## config.mk

```make
export PLATFORM = sky130hd
export DESIGN_NAME = regbank_arbiter
export DESIGN_NICKNAME = d
export VERILOG_FILES = /design/src/rtl/leg_pkg.sv /design/src/rtl/regbank_arbiter.sv
export SDC_FILE = /design/constraint.sdc
export NUM_CORES = 1
export LEC_CHECK = 0
export CAP_MARGIN = 5
export CELL_PAD_IN_SITES_DETAIL_PLACEMENT = 0
export CELL_PAD_IN_SITES_GLOBAL_PLACEMENT = 2
export CORE_UTILIZATION = 23
export DETAILED_ROUTE_END_ITERATION = 12
export PLACE_DENSITY_LB_ADDON = 0.08
export SKIP_CTS_REPAIR_TIMING = 1
export SLEW_MARGIN = 30
export SYNTH_ARGS = -nofsm -noshare
export SYNTH_HDL_FRONTEND = slang
export SYNTH_SLANG_ARGS = --single-unit
```

## constraint.sdc

```tcl
create_clock -name i_clk -period 2.1 [get_ports i_clk]
set_input_delay 0.42 -clock i_clk [delete_from_list [all_inputs] [get_ports i_clk]]
set_output_delay 0.42 -clock i_clk [all_outputs]
set_load 0.01 [all_outputs]
```

## src/rtl/leg_pkg.sv

```systemverilog
// Shared types and defaults for the register-bank access path.
package leg_pkg;

    typedef enum logic [1:0] {
        IDLE = 2'd0,
        PEND = 2'd1,
        ACK  = 2'd2
    } arb_state_t;

    localparam int unsigned REGBANK_ADDR_WIDTH = 10;

endpackage

```

## src/rtl/regbank_arbiter.sv

```systemverilog
// Shares the register bank write port between execute-stage writes and a
// single-outstanding host/debug transaction, forcing the host through after MAX_WAIT.
module regbank_arbiter
    import leg_pkg::*;
#(
    parameter int unsigned WORD_WIDTH = 8,
    parameter int unsigned ADDR_WIDTH = REGBANK_ADDR_WIDTH,
    parameter int unsigned MAX_WAIT   = 4
) (
    input  logic                  i_clk,
    input  logic                  i_rst_n,
    input  logic                  i_ex_write,
    input  logic [ADDR_WIDTH-1:0] i_ex_addr,
    input  logic [WORD_WIDTH-1:0] i_ex_wdata,
    output logic                  o_ex_stall,
    input  logic                  i_host_req,
    input  logic                  i_host_we,
    input  logic [ADDR_WIDTH-1:0] i_host_addr,
    input  logic [WORD_WIDTH-1:0] i_host_wdata,
    output logic                  o_host_ack,
    output logic [WORD_WIDTH-1:0] o_host_rdata,
    output logic [ADDR_WIDTH-1:0] o_rb_addr,
    output logic [WORD_WIDTH-1:0] o_rb_wdata,
    output logic                  o_rb_write,
    input  logic [WORD_WIDTH-1:0] i_rb_rdata
);

    // A zero-width counter is illegal, so MAX_WAIT=0 still gets one bit.
    localparam int unsigned CNT_W = (MAX_WAIT > 0) ? $clog2(MAX_WAIT + 1) : 1;
    localparam logic [CNT_W-1:0] WAIT_MAX = CNT_W'(MAX_WAIT);

    arb_state_t            state_q;
    logic [CNT_W-1:0]      wait_cnt_q;
    logic                  host_we_q;
    logic [ADDR_WIDTH-1:0] host_addr_q;
    logic [WORD_WIDTH-1:0] host_wdata_q;
    logic                  host_ack_q;
    logic [WORD_WIDTH-1:0] host_rdata_q;

    logic at_max_c;
    logic grant_c;

    assign at_max_c = (wait_cnt_q == WAIT_MAX);
    assign grant_c  = i_rst_n && (state_q == PEND) && (!i_ex_write || at_max_c);

    assign o_ex_stall   = i_rst_n && (state_q == PEND) && at_max_c && i_ex_write;
    assign o_host_ack   = host_ack_q;
    assign o_host_rdata = host_rdata_q;

    // Port mux: host only in the grant cycle; nothing is written while in reset.
    always_comb begin
        o_rb_addr  = i_ex_addr;
        o_rb_wdata = i_ex_wdata;
        o_rb_write = i_ex_write && i_rst_n;
        if (grant_c) begin
            o_rb_addr  = host_addr_q;
            o_rb_wdata = host_wdata_q;
            o_rb_write = host_we_q;
        end
    end

    always_ff @(posedge i_clk) begin
        if (!i_rst_n) begin
            state_q      <= IDLE;
            wait_cnt_q   <= '0;
            host_we_q    <= 1'b0;
            host_addr_q  <= '0;
            host_wdata_q <= '0;
            host_ack_q   <= 1'b0;
            host_rdata_q <= '0;
        end else begin
            host_ack_q <= 1'b0;
            case (state_q)
                IDLE: begin
                    if (i_host_req) begin
                        host_we_q    <= i_host_we;
                        host_addr_q  <= i_host_addr;
                        host_wdata_q <= i_host_wdata;
                        wait_cnt_q   <= '0;
                        state_q      <= PEND;
                    end
                end
                PEND: begin
                    if (grant_c) begin
                        // Captured before any same-cycle write lands in the bank.
                        host_rdata_q <= i_rb_rdata;
                        host_ack_q   <= 1'b1;
                        state_q      <= ACK;
                    end else if (!at_max_c) begin
                        wait_cnt_q <= wait_cnt_q + CNT_W'(1);
                    end
                end
                ACK: begin
                    state_q <= IDLE;
                end
                default: begin
                    state_q <= IDLE;
                end
            endcase
        end
    end

endmodule

```

# After elaboration in Yosys (flattened, before gate mapping)
# Index checks and enable logic that the tools add are counted.
# op_classes
n_reduce_logical	14
muxes	11
addsub	1
eq_ne	6
# op_table
operator	n
$mux W10	1
$mux W3	3
$mux W8	1
$ne A2 B2 Y1 const B	4
$reduce_and A2 Y1	4
$pmux W3 S2	1
$logic_and A1 B1 Y1	5
$mux W2	2
$pmux W2 S2	1
$reduce_and A4 Y1	1
$add A3 B1 Y3 const B	1
$eq A3 B3 Y1 const B	1
$eq A2 B1 Y1 const B	1
$logic_not A2 Y1	1
$mux W1	2
$reduce_bool A2 Y1	1
$logic_not A1 Y1	1
$logic_or A1 B1 Y1	1
# totals
word_cells	39
reg_bits	33
in_bits	49

# Logic depth before layout (Yosys ltp)
# depth
word_depth	5
depth_mapped	7
ltp_nobuf	6

# Least setup slack after synthesis
# No wires, ideal clock.
# synth_path
kind	register to output
start	reg wait_cnt_q[0]
end	out o_rb_addr[0]
required_time_ns	1.680
stages_incl_launch_ff	7
arrival_ns	1.427
path_slack_ns	0.253
cell_sequence	dfxtp_1 inv_1 ha_1 a21boi_4 nor2_8 buf_12 mux2_4
# synth_via
elab_chain_cells	4
# synth_lines
element	line	text
start, declared	regbank_arbiter.sv:33	logic [CNT_W-1:0] wait_cnt_q;
start signal, assigned	regbank_arbiter.sv:90	wait_cnt_q <= wait_cnt_q + CNT_W'(1);
$eq A3 B3 Y1	regbank_arbiter.sv:43	assign at_max_c = (wait_cnt_q == WAIT_MAX);
$logic_or A1 B1 Y1	regbank_arbiter.sv:44	assign grant_c = i_rst_n && (state_q == PEND) && (!i_ex_write || at_max_c);
$logic_and A1 B1 Y1	regbank_arbiter.sv:44	
$mux W10	regbank_arbiter.sv:55	if (grant_c) begin
end, declared	regbank_arbiter.sv:22	output logic [ADDR_WIDTH-1:0] o_rb_addr,
# Every way passes these cells.

# Worst setup path after layout
# layout_path
start	reg wait_cnt_q[0]
end	out o_rb_wdata[6]
# layout_via
elab_chain_cells	4
# layout_lines
element	line	text
$eq A3 B3 Y1	regbank_arbiter.sv:43	
$logic_or A1 B1 Y1	regbank_arbiter.sv:44	
$logic_and A1 B1 Y1	regbank_arbiter.sv:44	
$mux W8	regbank_arbiter.sv:55	
end, declared	regbank_arbiter.sv:23	output logic [WORD_WIDTH-1:0] o_rb_wdata,
# Every way passes these cells.

==> results <==
- The largest net degree at the start of global routing is 35.
- Of the total power, the share spent switching nets is 24.6%.
- The class of the tightest hold or removal check is flip-flop to flip-flop.
- The endpoint of the worst setup timing path is o_rb_wdata[6].
- The layout-stage area growth over the synthesis result is 61.3%.
- The flip-flop and latch count after synthesis is 33.
- The first global-routing pass estimated 6.80 mm of wire.
- For the worst setup path, the data arrival time is 1.70 ns.
- The proportion of register bits with asynchronous set or reset after synthesis is 0%.
- The critical path is of the flip-flop to primary output type.
- The buffer depth of the longest clock path is 2.
- The worst endpoint required time is 1.68 ns.
- The number of maximum-capacitance constraint violations is 0.
- The critical path starts at wait_cnt_q[0]$_SDFFE_PN0P_.
- The count of buffers added on input and output ports is 77.
- Using the TritonRoute via totals, the vias-per-cell ratio works out to 3.98.
- The total iterations of the first detailed-routing run is 3.
- The gate count of the mapped netlist is 178.
- The total standard cell area after synthesis is 1650 um2.
- The type of element launching the critical path is a flip-flop.
- Summed over all cells, the static leakage comes to 0.00113 uW.
- Power comes to 1490 uW.
- The clock network burns 32.4% of the power.
- Clock tree synthesis selected as its root buffer the cell sky130_fd_sc_hd__clkbuf_8.
- The final reports fail on negative setup slack.
- The area enclosed by the die boundary is 7540 um2.
- The final critical delay including setup and external delays is 2.12 ns.
- CTS built an H-tree with a depth of 2.
- The first routing iteration left 23 violations.
- Sequential cells account for 45.5% of the total power.
- The detailed-route wire length per cell is 11.6 um.
- The run finished, with violations left.
- Among all flip-flop cells after synthesis, the most frequent one is sky130_fd_sc_hd__dfxtp_1.
- The count of unresolved DRC violations after routing is 0.
- After clock tree synthesis, the clock-pin slew on the worst setup and hold paths is 0.07 ns.
- The number of failing hold endpoints at the final stage came to 0.
- Summing all placed instances gives a cell area of 2590 um2.
- The number of placed instances with taps included is 354.
- Dividing total power by cell area gives a power density of 559 nW/um2.
- The max-slew violation count is 0.
- Across all layers, the routed design uses 1447 vias.
- The number of antenna violations at the first check in global routing is 0.
- The worst reg2reg path endpoint is o_host_rdata[2]$_SDFFE_PN0P_.
- In this run the vertical extent of the chip is 86.8 um.
- The final net count is 319.
- The core region area is 6870 um2.
- The count of nets left with antenna violations once routing finished came out at 0.
- The final critical path takes up 101% of the cycle.
- Headroom to the max-slew limit came out at 73.7%.
- Cell internal power was estimated by the tool at 1120 uW.
- The library cell used most frequently in the layout, excluding fill and tap cells, is sky130_fd_sc_hd__nand2_1.
- TritonCTS built the clock tree.
- STA classifies the critical path endpoint as a primary output.
- The overflow left after global routing is 0.
- The number of nets in the synthesized netlist is 229.
- The number of sinks driven by the clock tree is 33.
- The startpoint of the worst-slack reg-to-reg timing path is wait_cnt_q[0]$_SDFFE_PN0P_.
- In this run the core area contains 30 standard-cell rows.
- The aggregate global-route resource usage is 11.8%.
- The number of failing setup endpoints in the final timing report is 13.
- The initial utilization of the core area, before any placement, comes to 24.1%.
- The maximum fanout count along the critical path is 8.
- The power dissipated by switching net loads is 366 uW.
- Once detailed placement completed, the half-perimeter wirelength came to 2.95 mm.
- The part of the power in combinational logic is 22.1%.
- In this run the horizontal extent of the chip is 86.8 um.
- The share of final-layout standard cells stronger than drive strength 1 is 26.5%.
- In the layout the commonest cells are sky130_fd_sc_hd__nand2_1, sky130_fd_sc_hd__clkdlybuf4s50_1, sky130_fd_sc_hd__dfxtp_1.
- The number of library cell types mapped by synthesis is 32.
- The TritonCTS buffer count is 5.
- The count of pins on the block boundary is 78.
- The slack of the worst reg-to-reg path is 0.54 ns.
- The post-route non-filler standard cell count is 364.
- During synthesis, Yosys emitted a total of 0 warnings.
- Counting instances, the worst hold path has a depth of 2.
- The repair_antennas step left the layout with diodes totalling 0.
- A synthesized cell averages 9.29 um2.
- The number of flops mapped to enable cells by yosys is 0.
- The number of global-route vias before repair is 1410.
- The maximum vdd ir drop is 0.174 mV.
- After routing the design area is 2670 um2.
- The transition time of the tightest slew-check pin is 0.394 ns.
- The number of cells on the worst reg-to-reg path is 9.
- The share of the Yosys chip area taken by registers is 39.9%.
- Summed over all layers, the routed wires come to 4.21 mm.
- Across the routed clock network, the largest skew measured is 0.00225 ns.
- The congestion estimate from routability-driven global placement came to 0.659.
- For the worst-skew pair, the clock arrives at the later sink with an insertion delay of 0.28 ns.
- The number of filler instances in the final layout is 715.
- The worst setup slack after layout is -0.0246 ns.
- The utilization after layout is 38.8%.
- Setup repair after global routing could not meet its margin everywhere.
- The achievable frequency is 471 MHz.
[flip-flops by register name, indices dropped and copies added, names as in the netlist]
signal        flops
state_q           2
o_host_ack        1
host_addr_q      10
host_we_q         1
wait_cnt_q        3
host_wdata_q      8
o_host_rdata      8
[critical path, stage by stage, from the launching register on]
cell and delay (ns):
sky130_fd_sc_hd__dfxtp_2 0.34, sky130_fd_sc_hd__inv_2 0.05, sky130_fd_sc_hd__ha_4 0.16, sky130_fd_sc_hd__a21boi_4 0.24, sky130_fd_sc_hd__nor2_8 0.06, sky130_fd_sc_hd__buf_6 0.15, sky130_fd_sc_hd__mux2_4 0.30, sky130_fd_sc_hd__clkbuf_2 0.13
[logic make-up after synthesis]
logic type	Yosys count	synth area share [%]
simple gates	72	20.0
compound gates	35	15.6
flops	33	39.9
mux	21	17.0
buf+inv	15	5.97
fa+ha+maj	2	1.51
[worst min-delay path by stage]
stage                                      start                           end  slack, ns
finish              host_wdata_q[6]$_SDFFE_PN0P_  host_wdata_q[6]$_SDFFE_PN0P_       0.46
global route        host_wdata_q[6]$_SDFFE_PN0P_  host_wdata_q[6]$_SDFFE_PN0P_       0.47
CTS                 host_wdata_q[7]$_SDFFE_PN0P_  host_wdata_q[7]$_SDFFE_PN0P_       0.46
detailed placement  host_wdata_q[7]$_SDFFE_PN0P_  host_wdata_q[7]$_SDFFE_PN0P_       0.45
global placement          host_we_q$_SDFFE_PN0P_        host_we_q$_SDFFE_PN0P_       0.44
floorplan            host_addr_q[9]$_SDFFE_PN0P_   host_addr_q[9]$_SDFFE_PN0P_       0.43
[synthesized netlist by cell type, drive strengths merged (2+ instances only)]
master,number,area (um2)
a21boi,21,169
and2,2,12.5
buf,8,72.6
clkbuf,3,11.3
dfxtp,33,661
ha,2,25.0
inv,4,15.0
mux2,18,251
mux2i,3,30.0
nand2,58,220
nand3b,2,27.5
nor2,4,33.8
nor2b,2,12.5
o21ai,10,50.1
[per-layer routing]
| metal | GRT usage [%] | part of all wire [%] | wire length (um) |
|---|---|---|---|
| met2 | 17.5 | 43 | 1800 |
| met4 | 4.09 | 0.95 | 40 |
| met5 | 0 | 0 | 0 |
| met1 | 16.1 | 50 | 2100 |
| met3 | 3.71 | 6.6 | 276 |
[through the flow]
stage	setup WS (ns)	hold WS, ns	TNS [ns]
CTS	-0.597	0.462	-11.21
finish	-0.0246	0.456	-0.201
detailed placement	-0.589	0.452	-11.01
floorplan	0.253	0.432	0
global placement	-0.592	0.445	-11.08
global route	-0.0802	0.475	-1.13
[power groups by stage]
stage	clock (uW)	combinational (uW)	sequential, uW
2_1_floorplan	0	157	690
3_3_place_gp	0	344	692
3_5_place_dp	0	343	692
4_1_cts	512	345	678
5_1_grt	541	360	682
6_report	482	330	678
[layout make-up]
cell class	instances	area [um2]	area share, %
repair buffers	94	876	32.8
multi-input cells	130	907	34.0
flip-flops and latches	33	663	24.9
inverters	4	15.0	0.563
clock buffers	7	86.3	3.24
well taps	96	120	4.50
Power figures use the tool's default switching activity.
